===== src/rtl/turbo_encoder_if.sv =====
// Block-in / beat-out handshake bundle for the turbo encoder.
// The message source and the beat sink share one interface instance.
interface turbo_encoder_if #(
    parameter int K = 16
);
    logic         i_start;
    logic [K-1:0] i_data;
    logic         o_busy;
    logic         o_valid;
    logic         i_ready;
    logic [2:0]   o_bits;
    logic         o_tail;
    logic         o_last;

    modport master (
        output i_start, i_data, i_ready,
        input  o_busy, o_valid, o_bits, o_tail, o_last
    );

    modport slave (
        input  i_start, i_data, i_ready,
        output o_busy, o_valid, o_bits, o_tail, o_last
    );
endinterface


===== src/rtl/turbo_encoder.sv =====
// Two-RSC parallel turbo encoder with an affine interleaver.
// Streams K {sys,p1,p2} beats followed by 3 termination beats.
module turbo_encoder #(
    parameter int K       = 16,
    parameter int INTLV_A = 5,
    parameter int INTLV_B = 3
) (
    input  logic             i_clk,
    input  logic             i_rst_n,
    turbo_encoder_if.slave   bus
);
    localparam int IW = $clog2(K);

    typedef enum logic [1:0] {
        S_IDLE,
        S_ENC,
        S_TAIL
    } state_t;

    state_t        r_state, w_state_nxt;
    logic [K-1:0]  r_msg, w_msg_nxt;
    logic [IW-1:0] r_idx, w_idx_nxt;
    logic [2:0]    r_st1, w_st1_nxt;
    logic [2:0]    r_st2, w_st2_nxt;

    logic [IW-1:0] w_pi;
    logic          w_busy, w_tail, w_hs;
    logic          w_u1, w_u2;
    logic          w_a1, w_a2;
    logic          w_p1, w_p2;

    // K is a power of two, so IW-bit wraparound is exactly mod K
    assign w_pi   = IW'(INTLV_A) * r_idx + IW'(INTLV_B);
    assign w_busy = (r_state != S_IDLE);
    assign w_tail = (r_state == S_TAIL);
    assign w_hs   = w_busy && bus.i_ready;

    // State layout {s1,s2,s3}; tail input s2^s3 forces a=0
    always_comb begin
        w_u1 = w_tail ? (r_st1[1] ^ r_st1[0]) : r_msg[r_idx];
        w_u2 = w_tail ? (r_st2[1] ^ r_st2[0]) : r_msg[w_pi];
        w_a1 = w_u1 ^ r_st1[1] ^ r_st1[0];
        w_a2 = w_u2 ^ r_st2[1] ^ r_st2[0];
        w_p1 = w_a1 ^ r_st1[2] ^ r_st1[0];
        w_p2 = w_a2 ^ r_st2[2] ^ r_st2[0];
    end

    always_comb begin
        w_state_nxt = r_state;
        w_msg_nxt   = r_msg;
        w_idx_nxt   = r_idx;
        w_st1_nxt   = r_st1;
        w_st2_nxt   = r_st2;
        unique case (r_state)
            S_IDLE: begin
                if (bus.i_start) begin
                    w_state_nxt = S_ENC;
                    w_msg_nxt   = bus.i_data;
                    w_idx_nxt   = '0;
                    w_st1_nxt   = '0;
                    w_st2_nxt   = '0;
                end
            end
            S_ENC: begin
                if (w_hs) begin
                    w_st1_nxt = {w_a1, r_st1[2:1]};
                    w_st2_nxt = {w_a2, r_st2[2:1]};
                    w_idx_nxt = r_idx + 1'b1;
                    if (r_idx == IW'(K - 1)) begin
                        w_state_nxt = S_TAIL;
                        w_idx_nxt   = '0;
                    end
                end
            end
            S_TAIL: begin
                if (w_hs) begin
                    w_st1_nxt = {w_a1, r_st1[2:1]};
                    w_st2_nxt = {w_a2, r_st2[2:1]};
                    w_idx_nxt = r_idx + 1'b1;
                    if (r_idx == IW'(2)) begin
                        w_state_nxt = S_IDLE;
                        w_idx_nxt   = '0;
                    end
                end
            end
            default: w_state_nxt = S_IDLE;
        endcase
    end

    always_ff @(posedge i_clk or negedge i_rst_n) begin
        if (!i_rst_n) begin
            r_state <= S_IDLE;
            r_msg   <= '0;
            r_idx   <= '0;
            r_st1   <= '0;
            r_st2   <= '0;
        end else begin
            r_state <= w_state_nxt;
            r_msg   <= w_msg_nxt;
            r_idx   <= w_idx_nxt;
            r_st1   <= w_st1_nxt;
            r_st2   <= w_st2_nxt;
        end
    end

    assign bus.o_busy  = w_busy;
    assign bus.o_valid = w_busy;
    assign bus.o_bits  = w_busy ? {w_u1, w_p1, w_p2} : 3'b000;
    assign bus.o_tail  = w_tail;
    assign bus.o_last  = w_tail && (r_idx == IW'(2));
endmodule

===== src/flat_wrapper.sv =====
// flat-port wrapper written by rule: the top's interface ports become plain ports
module turbo_encoder_flat 
#(
    parameter int K       = 16,
    parameter int INTLV_A = 5,
    parameter int INTLV_B = 3
)
  (i_clk, i_rst_n, bus_i_start, bus_i_data, bus_i_ready, bus_o_busy, bus_o_valid, bus_o_bits, bus_o_tail, bus_o_last);
  turbo_encoder_if #(.K(K)) bus_i ();
  input  logic i_clk;
  input  logic i_rst_n;
  input wire logic [$bits(bus_i.i_start)-1:0] bus_i_start;
  input wire logic [$bits(bus_i.i_data)-1:0] bus_i_data;
  input wire logic [$bits(bus_i.i_ready)-1:0] bus_i_ready;
  output wire logic [$bits(bus_i.o_busy)-1:0] bus_o_busy;
  output wire logic [$bits(bus_i.o_valid)-1:0] bus_o_valid;
  output wire logic [$bits(bus_i.o_bits)-1:0] bus_o_bits;
  output wire logic [$bits(bus_i.o_tail)-1:0] bus_o_tail;
  output wire logic [$bits(bus_i.o_last)-1:0] bus_o_last;
  assign bus_i.i_start = bus_i_start;
  assign bus_i.i_data = bus_i_data;
  assign bus_i.i_ready = bus_i_ready;
  assign bus_o_busy = bus_i.o_busy;
  assign bus_o_valid = bus_i.o_valid;
  assign bus_o_bits = bus_i.o_bits;
  assign bus_o_tail = bus_i.o_tail;
  assign bus_o_last = bus_i.o_last;
  turbo_encoder #(.K(K), .INTLV_A(INTLV_A), .INTLV_B(INTLV_B)) u_core (.i_clk(i_clk), .i_rst_n(i_rst_n), .bus(bus_i));
endmodule

===== config.mk =====
export PLATFORM = sky130hd
export DESIGN_NAME = turbo_encoder_flat
export DESIGN_NICKNAME = d
export VERILOG_FILES = /design/src/rtl/turbo_encoder_if.sv /design/src/rtl/turbo_encoder.sv /design/src/flat_wrapper.sv
export SDC_FILE = /design/constraint.sdc
export NUM_CORES = 1
export LEC_CHECK = 0
export CAP_MARGIN = 20
export CORE_AREA = 2 2 65 67
export DETAILED_ROUTE_END_ITERATION = 10
export DIE_AREA = 0 0 67 69
export PLACE_DENSITY = 0.67
export SYNTH_ARGS = -nofsm -noshare
export SYNTH_HDL_FRONTEND = slang
export SYNTH_SLANG_ARGS = --single-unit

===== constraint.sdc =====
create_clock -name i_clk -period 4.19 [get_ports i_clk]
set_input_delay 0.838 -clock i_clk [delete_from_list [all_inputs] [get_ports i_clk]]
set_output_delay 0.838 -clock i_clk [all_outputs]
set_load 0.05 [all_outputs]

# [Yosys cells after proc, flatten, opt, wreduce, memory -nomap -nowiden]
# Index checks and enable logic that the tools add are counted.
[word_totals] input_bits=20 ff_bits=28 elab_cells=65
[op_classes] order_cmp=2 n_eq_ne=10 n_mux=24 reduce_logical=11 multipliers=1 bitwise=10 addsub=2
[ops] op="$mux W4" n=5
[ops] op="$mux W3" n=4
[ops] op="$pmux W3 S2" n=2
[ops] op="$pmux W4 S3" n=1
[ops] op="$lt A4 B5 Y1 const B" n=2
[ops] op="$mux W2" n=5
[ops] op="$xor A1 B1 Y1" n=10
[ops] op="$bmux W1 S4" n=2
[ops] op="$ne A2 B1 Y1 const B" n=3
[ops] op="$ne A2 B2 Y1 const B" n=3
[ops] op="$pmux W2 S3" n=1
[ops] op="$reduce_and A5 Y1" n=1
[ops] op="$add A4 B1 Y4 const B" n=1
[ops] op="$add A4 B2 Y4 const B" n=1
[ops] op="$eq A4 B2 Y1 const B" n=1
[ops] op="$eq A4 B4 Y1 const B" n=1
[ops] op="$mul A3 B4 Y4 const A" n=1
[ops] op="$mux W1" n=4
[ops] op="$reduce_and A4 Y1" n=1
[ops] op="$reduce_bool A2 Y1" n=2
[ops] op="$reduce_and A3 Y1" n=1
[ops] op="$reduce_bool A3 Y1" n=1
[ops] op="$eq A2 B1 Y1 const B" n=1
[ops] op="$eq A2 B2 Y1 const B" n=1
[ops] op="other kinds (4)" n=5

# [Longest topological paths before layout]
[depth] word_depth=10 depth_mapped=10

# [Worst setup path after synthesis]
# No wires, ideal clock.
[synth_timing] path_type="flip-flop to output port" start="register u_core.r_idx[1]" end="output bus_o_bits[0]" path_stages_with_launch=11 path_buffers=1 slack_ns=0.207 t_arrival_ns=3.145 path_cell_list="dfrtp_1 -> buf_6 -> inv_1 -> ha_1 -> fa_1 -> xor2_1 -> xnor2_2 -> mux4_2 -> xnor2_1 -> or4_1 -> o21ai_1"
[synth_between] elab_chain_len=10
[synth_lines] item="start, declared" line="turbo_encoder.sv:22" source="logic [IW-1:0] r_idx, w_idx_nxt;"
[synth_lines] item="start signal, assigned" line="turbo_encoder.sv:100" source="r_idx <= w_idx_nxt;"
[synth_lines] item="$mul A3 B4 Y4" line="turbo_encoder.sv:33" source="assign w_pi = IW'(INTLV_A) * r_idx + IW'(INTLV_B);"
[synth_lines] item="$add A4 B2 Y4" line="turbo_encoder.sv:33"
[synth_lines] item="$bmux W1 S4" line="turbo_encoder.sv:41" source="w_u2 = w_tail ? (r_st2[1] ^ r_st2[0]) : r_msg[w_pi];"
[synth_lines] item="$mux W1 (implied by the code)" line="turbo_encoder.sv:41"
[synth_lines] item="$mux W1" line="turbo_encoder.sv:41"
[synth_lines] item="$xor A1 B1 Y1 (2 in series)" line="turbo_encoder.sv:43" source="w_a2 = w_u2 ^ r_st2[1] ^ r_st2[0];"
[synth_lines] item="$xor A1 B1 Y1 (2 in series)" line="turbo_encoder.sv:45" source="w_p2 = w_a2 ^ r_st2[2] ^ r_st2[0];"
[synth_lines] item="$mux W3" line="turbo_encoder.sv:108" source="assign bus.o_bits = w_busy ? {w_u1, w_p1, w_p2} : 3'b000;"
[synth_lines] item="end, declared" line="flat_wrapper.sv:17" source="output wire logic [$bits(bus_i.o_bits)-1:0] bus_o_bits;"
# Every way passes these cells. The select of a mux whose other input is x is not followed.

# [Final worst setup path]
[layout_timing] start="register u_core.r_idx[0]" end="output bus_o_bits[0]"
# The elaborated chain is that of the path after synthesis.

==> impl_table.tex <==
\begin{tabular}{lr}
\hline
Metric & Value \\
\hline
\multicolumn{2}{l}{\textbf{Outcome}} \\
Run status & finished, final reports clean \\
\multicolumn{2}{l}{\textbf{Timing}} \\
Maximum clock skew at final layout & 0.00741 ns \\
Final period util & 0.959 \\
Final hold violations & 0 \\
Unrepaired setup endpoints after global routing & no \\
Tightest slew margin relative to the limit & 0.534 \\
Final critical delay including setup and external delays & 4.02 ns \\
Max-slew violation total from the final report & 0 \\
Worst slew pin tran & 0.694 ns \\
Final total negative setup slack & 0 ns \\
Finish-stage setup viols & 0 \\
Upper clock frequency limit & 249 MHz \\
\multicolumn{2}{l}{\textbf{Logic synthesis}} \\
Library cell with the largest summed area after synthesis & sky130\_fd\_sc\_hd\_\_dfrtp\_1 \\
Share of synthesized cell area in full adder, half adder and majority cells & 0.0625 \\
Mux cell area share after synthesis & 0.255 \\
Post-synth EDFFs & 0 \\
Xor and xnor area share after synthesis & 0.0501 \\
Cell variety after synth & 39 \\
Share of Yosys cell area claimed by the top area cell type & 0.407 \\
Post-synthesis net count & 168 \\
Post-synthesis compound-gate area fraction & 0.0995 \\
Mapped Avg Cell Area & 12.3 um2 \\
Gate Count Post-Synth & 140 \\
Biggest area contributors in the synthesized netlist & sky130\_fd\_sc\_hd\_\_dfrtp\_1 (41\%), sky130\_fd\_sc\_hd\_\_mux2\_2 (11\%), sky130\_fd\_sc\_hd\_\_mux4\_2 (6.5\%) \\
Flops \& latches, synth & 28 \\
Fraction of registers with async set/reset & 1.00 \\
Ys Warns & 0 \\
Flip-flop cell with the highest count after synthesis & sky130\_fd\_sc\_hd\_\_dfrtp\_1 \\
Simple-gate area share of the yosys netlist & 0.0632 \\
Post-synthesis instance area & 0.00172 mm2 \\
Main combinational cell family by area after synthesis & multiplexers \\
Post-synthesis sequential area ratio & 0.407 \\
\multicolumn{2}{l}{\textbf{Finish}} \\
Relative area change from synthesis to final layout & 20.7\% \\
FF/Latch Area & 703 um2 \\
Final-stage net count & 196 \\
Non-filler instance count after layout & 216 \\
Design Area, Final & 0.00208 mm2 \\
Antenna Diode Count & 0 \\
Number of filler cells placed in the layout & 355 \\
Multi-input combinational cell area & 927 um2 \\
Share of layout cells above drive strength 1 & 0.229 \\
Fin util & 0.531 \\
\multicolumn{2}{l}{\textbf{Clock tree}} \\
Clock-pin slew on the worst setup and hold paths & 0.09 ns \\
Clk\_lat worst skew & 0.28 ns \\
CTS buffer count & 3 \\
Sink Count & 28 \\
Maximum buffer depth of the clock tree & 2 \\
Clk Tree Root Cell & sky130\_fd\_sc\_hd\_\_clkbuf\_8 \\
Maximum level of the CTS H-tree & 1 \\
Clock tree from TritonCTS & done \\
Total of hold buffers inserted after clock tree synthesis & 0 \\
\multicolumn{2}{l}{\textbf{GRT}} \\
Total global routing overflow & 0 \\
Fraction of met2 tracks used by global routing & 0.252 \\
GRT met1 Usage & 0.190 \\
Most heavily used metal layer in global routing & met2 \\
GR Util met3 & 0.0326 \\
Via count of the first global-routing pass & 1215 \\
Combined global-route utilization of all metal layers & 0.154 \\
Initial antenna violation count & 0 \\
Wire length of the first global-routing pass & 5.47 mm \\
Largest net degree at the start of global routing & 29 \\
\multicolumn{2}{l}{\textbf{Run}} \\
\# Max-Cap Violations & 0 \\
\multicolumn{2}{l}{\textbf{Worst setup path}} \\
Kind of end point of the critical path & output pin \\
Startpoint-to-endpoint class of the critical path & reg2out \\
Critical path data arrival time & 3.18 ns \\
Worst setup SP type & flip-flop \\
Peak fanout along the critical path & 5 \\
Data required time at the worst endpoint & 3.35 ns \\
\multicolumn{2}{l}{\textbf{Pwr}} \\
Clock power frac & 0.079 \\
Switching power of the nets & 807 uW \\
Internal power & 1040 uW \\
Combinational fraction of design power & 0.652 \\
Switching share of power & 0.437 \\
Sequential fraction of design power & 0.269 \\
Leakage power total & 0.000884 uW \\
Total power density per cell area & 888 mW/mm2 \\
IR drop worst, VDD & 0.289 mV \\
\multicolumn{2}{l}{\textbf{Route}} \\
Average via count per standard cell & 5.50 \\
Vias & 1187 \\
Post-Route WL & 3.21 mm \\
DRC violations left & 0 \\
Antenna-violating nets left & 0 \\
Routed wirelength normalized by instance count & 14.9 um \\
Pre-Repair DR Iteration Count & 4 \\
Number of DRC violations after detailed-routing iteration 0 & 46 \\
\multicolumn{2}{l}{\textbf{Floorplanning}} \\
Standard cell core area & 0.00391 mm2 \\
Floorplan die area & 0.00462 mm2 \\
Initial Util & 0.440 \\
Boundary pin count & 27 \\
Number of cell rows & 23 \\
Overall die height & 69 um \\
Die span in x & 67 um \\
\multicolumn{2}{l}{\textbf{Place}} \\
Number of buffers inserted by port buffering & 26 \\
Gpl congestion & 0.812 \\
Post-DP HPWL & 2.47 mm \\
Area after detailed placement & 0.00201 mm2 \\
Cell total after placement & 212 \\
\multicolumn{2}{l}{\textbf{Hold path}} \\
Worst min path class & reg2reg \\
\hline
\end{tabular}
routing by layer:
metal | wire (um) | part of all wire
met4 | 73 | 0.023
met3 | 176 | 0.055
met5 | 0 | 0
met2 | 1590 | 0.49
met1 | 1370 | 0.43
metrics by stage:
stage	hold WS, ns	power, uW	setup WS [ns]
after floorplan	0.475	1390	0.207
after global placement	0.493	1660	0.347
after detailed placement	0.500	1690	0.265
after CTS	0.521	1860	0.0409
after global routing	0.553	1990	0.0436
final	0.512	1850	0.171
synth_stat cells, types with 2 or more instances:
| cell | n |
|---|---|
| sky130_fd_sc_hd__xor2_1 | 3 |
| sky130_fd_sc_hd__o31ai_1 | 2 |
| sky130_fd_sc_hd__xnor2_1 | 5 |
| sky130_fd_sc_hd__mux4_2 | 5 |
| sky130_fd_sc_hd__dfrtp_1 | 28 |
| sky130_fd_sc_hd__mux2i_1 | 3 |
| sky130_fd_sc_hd__inv_1 | 10 |
| sky130_fd_sc_hd__nand2_1 | 10 |
| sky130_fd_sc_hd__buf_6 | 3 |
| sky130_fd_sc_hd__nor2b_1 | 2 |
| sky130_fd_sc_hd__nor2_1 | 5 |
| sky130_fd_sc_hd__mux4_1 | 4 |
| sky130_fd_sc_hd__mux2_2 | 17 |
| sky130_fd_sc_hd__a31oi_1 | 2 |
| sky130_fd_sc_hd__a22o_1 | 5 |
| sky130_fd_sc_hd__o21ai_1 | 2 |
| sky130_fd_sc_hd__o21ai_0 | 4 |
| sky130_fd_sc_hd__nor3_1 | 3 |
| sky130_fd_sc_hd__ha_1 | 7 |
area by class of cell:
type | count | area share
sequential | 28 | 0.338
timing repair buffer | 31 | 0.148
tap | 50 | 0.0301
inverter | 10 | 0.0181
clock buffer | 3 | 0.0199
multi-input combinational | 94 | 0.446
layout by cell type, fill, tap and decap left out, types with 2 or more instances in the layout:
cell type / count
sky130_fd_sc_hd__dfrtp_1: 26
sky130_fd_sc_hd__clkdlybuf4s50_1: 25
sky130_fd_sc_hd__mux2_2: 17
sky130_fd_sc_hd__inv_1: 10
sky130_fd_sc_hd__nand2_1: 10
sky130_fd_sc_hd__ha_1: 7
sky130_fd_sc_hd__nor2_1: 5
sky130_fd_sc_hd__mux4_2: 5
sky130_fd_sc_hd__xnor2_1: 5
sky130_fd_sc_hd__a22o_1: 5
sky130_fd_sc_hd__buf_4: 5
sky130_fd_sc_hd__mux4_1: 4
sky130_fd_sc_hd__o21ai_0: 4
sky130_fd_sc_hd__mux2i_1: 3
sky130_fd_sc_hd__nor3_1: 3
sky130_fd_sc_hd__clkbuf_8: 3
sky130_fd_sc_hd__nor2b_1: 2
sky130_fd_sc_hd__xor2_1: 2
sky130_fd_sc_hd__a31oi_1: 2
sky130_fd_sc_hd__o31ai_1: 2
sky130_fd_sc_hd__dfrtp_2: 2
worst max-delay path, cell delays in order, from the launching register on:
cell and delay, ns:
sky130_fd_sc_hd__dfrtp_2 0.45, sky130_fd_sc_hd__ha_1 0.32, sky130_fd_sc_hd__fa_2 0.38, sky130_fd_sc_hd__xor2_2 0.17
sky130_fd_sc_hd__xnor2_2 0.17, sky130_fd_sc_hd__mux4_2 0.52, sky130_fd_sc_hd__xnor2_1 0.14, sky130_fd_sc_hd__or4_1 0.48
sky130_fd_sc_hd__o21ai_2 0.10, sky130_fd_sc_hd__buf_12 0.16
power groups by stage:
| stage | Sequential (uW) | Clock [uW] | Combinational (uW) |
|---|---|---|---|
| 2_1_floorplan | 463 | 0 | 930 |
| 3_3_place_gp | 498 | 0 | 1160 |
| 3_5_place_dp | 506 | 0 | 1190 |
| 4_1_cts | 500 | 153 | 1210 |
| 5_1_grt | 513 | 165 | 1310 |
| 6_report | 497 | 147 | 1200 |
sequential cells by signal, indices dropped and copies added, names as in the netlist:
signal          flops
u_core.r_msg       16
u_core.r_idx        4
u_core.r_st1        3
u_core.r_st2        3
u_core.r_state      2
cell families after synthesis:
| logic type | Yosys count |
|---|---|
| XOR/XNOR | 9 |
| adder cells (fa/ha/maj) | 8 |
| AO/OA/AOI/OAI | 24 |
| multiplexers | 29 |
| buffers and inverters | 18 |
| AND/OR/NAND/NOR | 24 |
| flip-flops | 28 |
what timing repair did:
action	4_1_cts	5_1_grt
resized for setup	4	1
cloned	0	0
setup buffers	0	1
endpoints found under the setup margin	1	1
path summary, 6_finish.rpt:
check	start	end	slack (ns)	depth (start not counted)
max	u_core.r_idx[0]	bus_o_bits[0]	0.17	9
min	u_core.r_state[0]	u_core.r_state[0]	0.51	2
max reg2reg	u_core.r_idx[0]	u_core.r_st2[2]	1.56	8
min reg2reg	u_core.r_state[0]	u_core.r_state[0]	0.51	2
max in group asynchronous	i_rst_n	u_core.r_idx[1]	2.98	2
min in group asynchronous	i_rst_n	u_core.r_st1[2]	0.93	2
Power figures use the tool's default switching activity.
==> RTL change (config.mk and constraints unchanged) <==
`K` is set to 16 in 3 places; all go to 8.
--- a/src/rtl/turbo_encoder_if.sv
+++ b/src/rtl/turbo_encoder_if.sv
@@ -3,3 +3,3 @@
 interface turbo_encoder_if #(
-    parameter int K = 16
+    parameter int K = 8
 );
--- a/src/rtl/turbo_encoder.sv
+++ b/src/rtl/turbo_encoder.sv
@@ -3,3 +3,3 @@
 module turbo_encoder #(
-    parameter int K       = 16,
+    parameter int K       = 8,
     parameter int INTLV_A = 5,
--- a/src/flat_wrapper.sv
+++ b/src/flat_wrapper.sv
@@ -3,3 +3,3 @@
 #(
-    parameter int K       = 16,
+    parameter int K       = 8,
     parameter int INTLV_A = 5,
Ports: changed (resized bus_i_data); port bits go from 27 to 19. The function was not compared with the original's and may differ.
==> RTL change against the unedited design <==
- non-clock buffer count shrank 13
- die area is the same
- combinational power fell by 40%
- total power shrank 37%
- worst setup slack better by 0.13 ns
- sequential cell count decreased by 9
- wire length shrank 29%
- largest cell class unchanged
- synthesized cell count decreased by 21%
- area after synthesis is 30% lower
- clock skew fell by 0.0057 ns
- final area decreased by 30%
- sequential power decreased by 34%
==> RTL change: results (changes against the unedited design) <==
Power
The leakage power is 0.628 nW (-29%). The worst voltage drop across the vdd grid came to 0.000307 V (+6.3%).

Clock network
The worst-skew pair later-pin latency is 0.25 ns (-0.03 ns). The clock transition time at the flip-flop clock pins of the worst setup and hold paths is 0.07 ns (-0.02 ns).

Critical path
The signal arrival time at the worst endpoint is 3.05 ns (-0.13 ns). The biggest cell delay along the critical path is 0.57 ns (+0.05 ns). The kind of cell with the highest combined delay along the critical path is multiplexers. The worst-case reg-to-reg path depth came to 6 (-2). The maximum fanout along the worst path is 9 (+4). The register-to-register setup slack is 1.89 ns (+0.33 ns).

Layout
The layout cell share with drive strength beyond 1 came to 11.8% (-11 points). The net count reported at finish is 147 (-25%).

Placed design
The cell count after placement is 173 (-18%). The routability congestion estimate from global placement is 0.849 (+4.6%). The count of buffers inserted at the top-level ports came to 18 (-31%).

The detailed placement HPWL was 1.81 mm (-27%).

STA
The setup clock skew after layout was 0.00167 ns (-0.00573 ns). The worst slew margin relative to its limit was 44.1% (-9.3 points).

GRT
The pin count of the biggest net entering global routing came to 20 (-31%). The first-pass GRT wire length is 4.02 mm (-27%).

Synthesis
The number of nets produced by synthesis is 129 (-23%). The fraction of the yosys area taken by sequential cells was 39.5% (-1.1 points). The average size of a mapped cell is 10.9 sq um (-11%).

Routing
The detailed router's first-iteration violation count is 20 (-57%). The wire length per cell after detailed routing is 12.8 um (-14%).

Min path
The beginning of the worst hold path is u_core.r_state[1]$_DFFE_PN0P_.

Status
The run finished with clean final reports.
RTL change: cell types whose count changed after synthesis, sizes merged, moves of 3 or more:
cell,before,now
mux2,17,11
nor2,5,11
mux4,9,4
and2,0,3
o21ai,6,2
a21oi,1,4
nor3,3,0
inv,10,7
buf,5,2
dfrtp,28,19
RTL change: per-layer routing:
layer / part of all wire (%) / vias to the layer above / global-route usage [%] / wire (um)
met4: 1.8 / 0 / 4.76 / 40
met2: 46 / 22 / 18.2 / 1050
li1: - / 421 / - / -
met5: 0 / - / 0 / 0
met3: 4.8 / 4 / 2.45 / 110
met1: 47 / 412 / 14.0 / 1070
RTL change: final cells by class:
type	instances	area (sq um)
Clock buffer	4	45.0
Fill cell	404	2460
Inverter	7	26.3
Multi-Input combinational cell	79	669
Sequential cell	19	475
Tap cell	50	62.6
Timing Repair Buffer	18	179
RTL change: worst register-to-register path: stages (launching register included):
cell	delay [ns]
sky130_fd_sc_hd__dfrtp_1	0.53
sky130_fd_sc_hd__inv_1	0.11
sky130_fd_sc_hd__ha_1	0.36
sky130_fd_sc_hd__mux4_1	0.57
sky130_fd_sc_hd__mux2i_1	0.19
sky130_fd_sc_hd__mux2i_1	0.29
sky130_fd_sc_hd__a22o_1	0.20
RTL change: metrics by stage:
step	hold slack [ns]	area, sq um	power [mW]
floorplan	0.485	1200	0.899
global placement	0.504	1410	1.04
detailed placement	0.507	1410	1.06
CTS	0.523	1460	1.18
global route	0.548	1460	1.26
finish	0.520	1460	1.17
RTL change: how the worst min path moves through the flow:
| stage | endpoint | slack, ns | depth (start not counted) |
|---|---|---|---|
| finish | u_core.r_state[1]$_DFFE_PN0P_ | 0.52 | 1 |
| global route | u_core.r_state[1]$_DFFE_PN0P_ | 0.55 | 1 |
| CTS | u_core.r_state[1]$_DFFE_PN0P_ | 0.52 | 1 |
| detailed placement | u_core.r_state[1]$_DFFE_PN0P_ | 0.51 | 1 |
| global placement | u_core.r_state[1]$_DFFE_PN0P_ | 0.50 | 1 |
| floorplan | u_core.r_msg[3]$_DFFE_PN0P_ | 0.49 | 1 |
RTL change: logic make-up (layout without fill, tap and decap cells):
logic type	Yosys count	in the layout	synth area share (%)
simple gates	29	29	10.5
flops	19	19	39.5
mux	18	18	22.2
compound gates	17	17	9.89
buf+inv	12	29	4.79
xor+xnor	8	8	5.83
fa+ha+maj	7	7	7.28
RTL change: timing repair:
| item | in CTS | in global routing |
|---|---|---|
| resized for setup | 1 | 0 |
| endpoints found under the setup margin | 1 | 0 |
| setup buffers | 0 | 0 |
RTL change: power by group:
group	switching (mW)	internal, mW
Clock	0.0586	0.0676
Sequential	0.0705	0.256
Combinational	0.382	0.336
Total	0.511	0.660
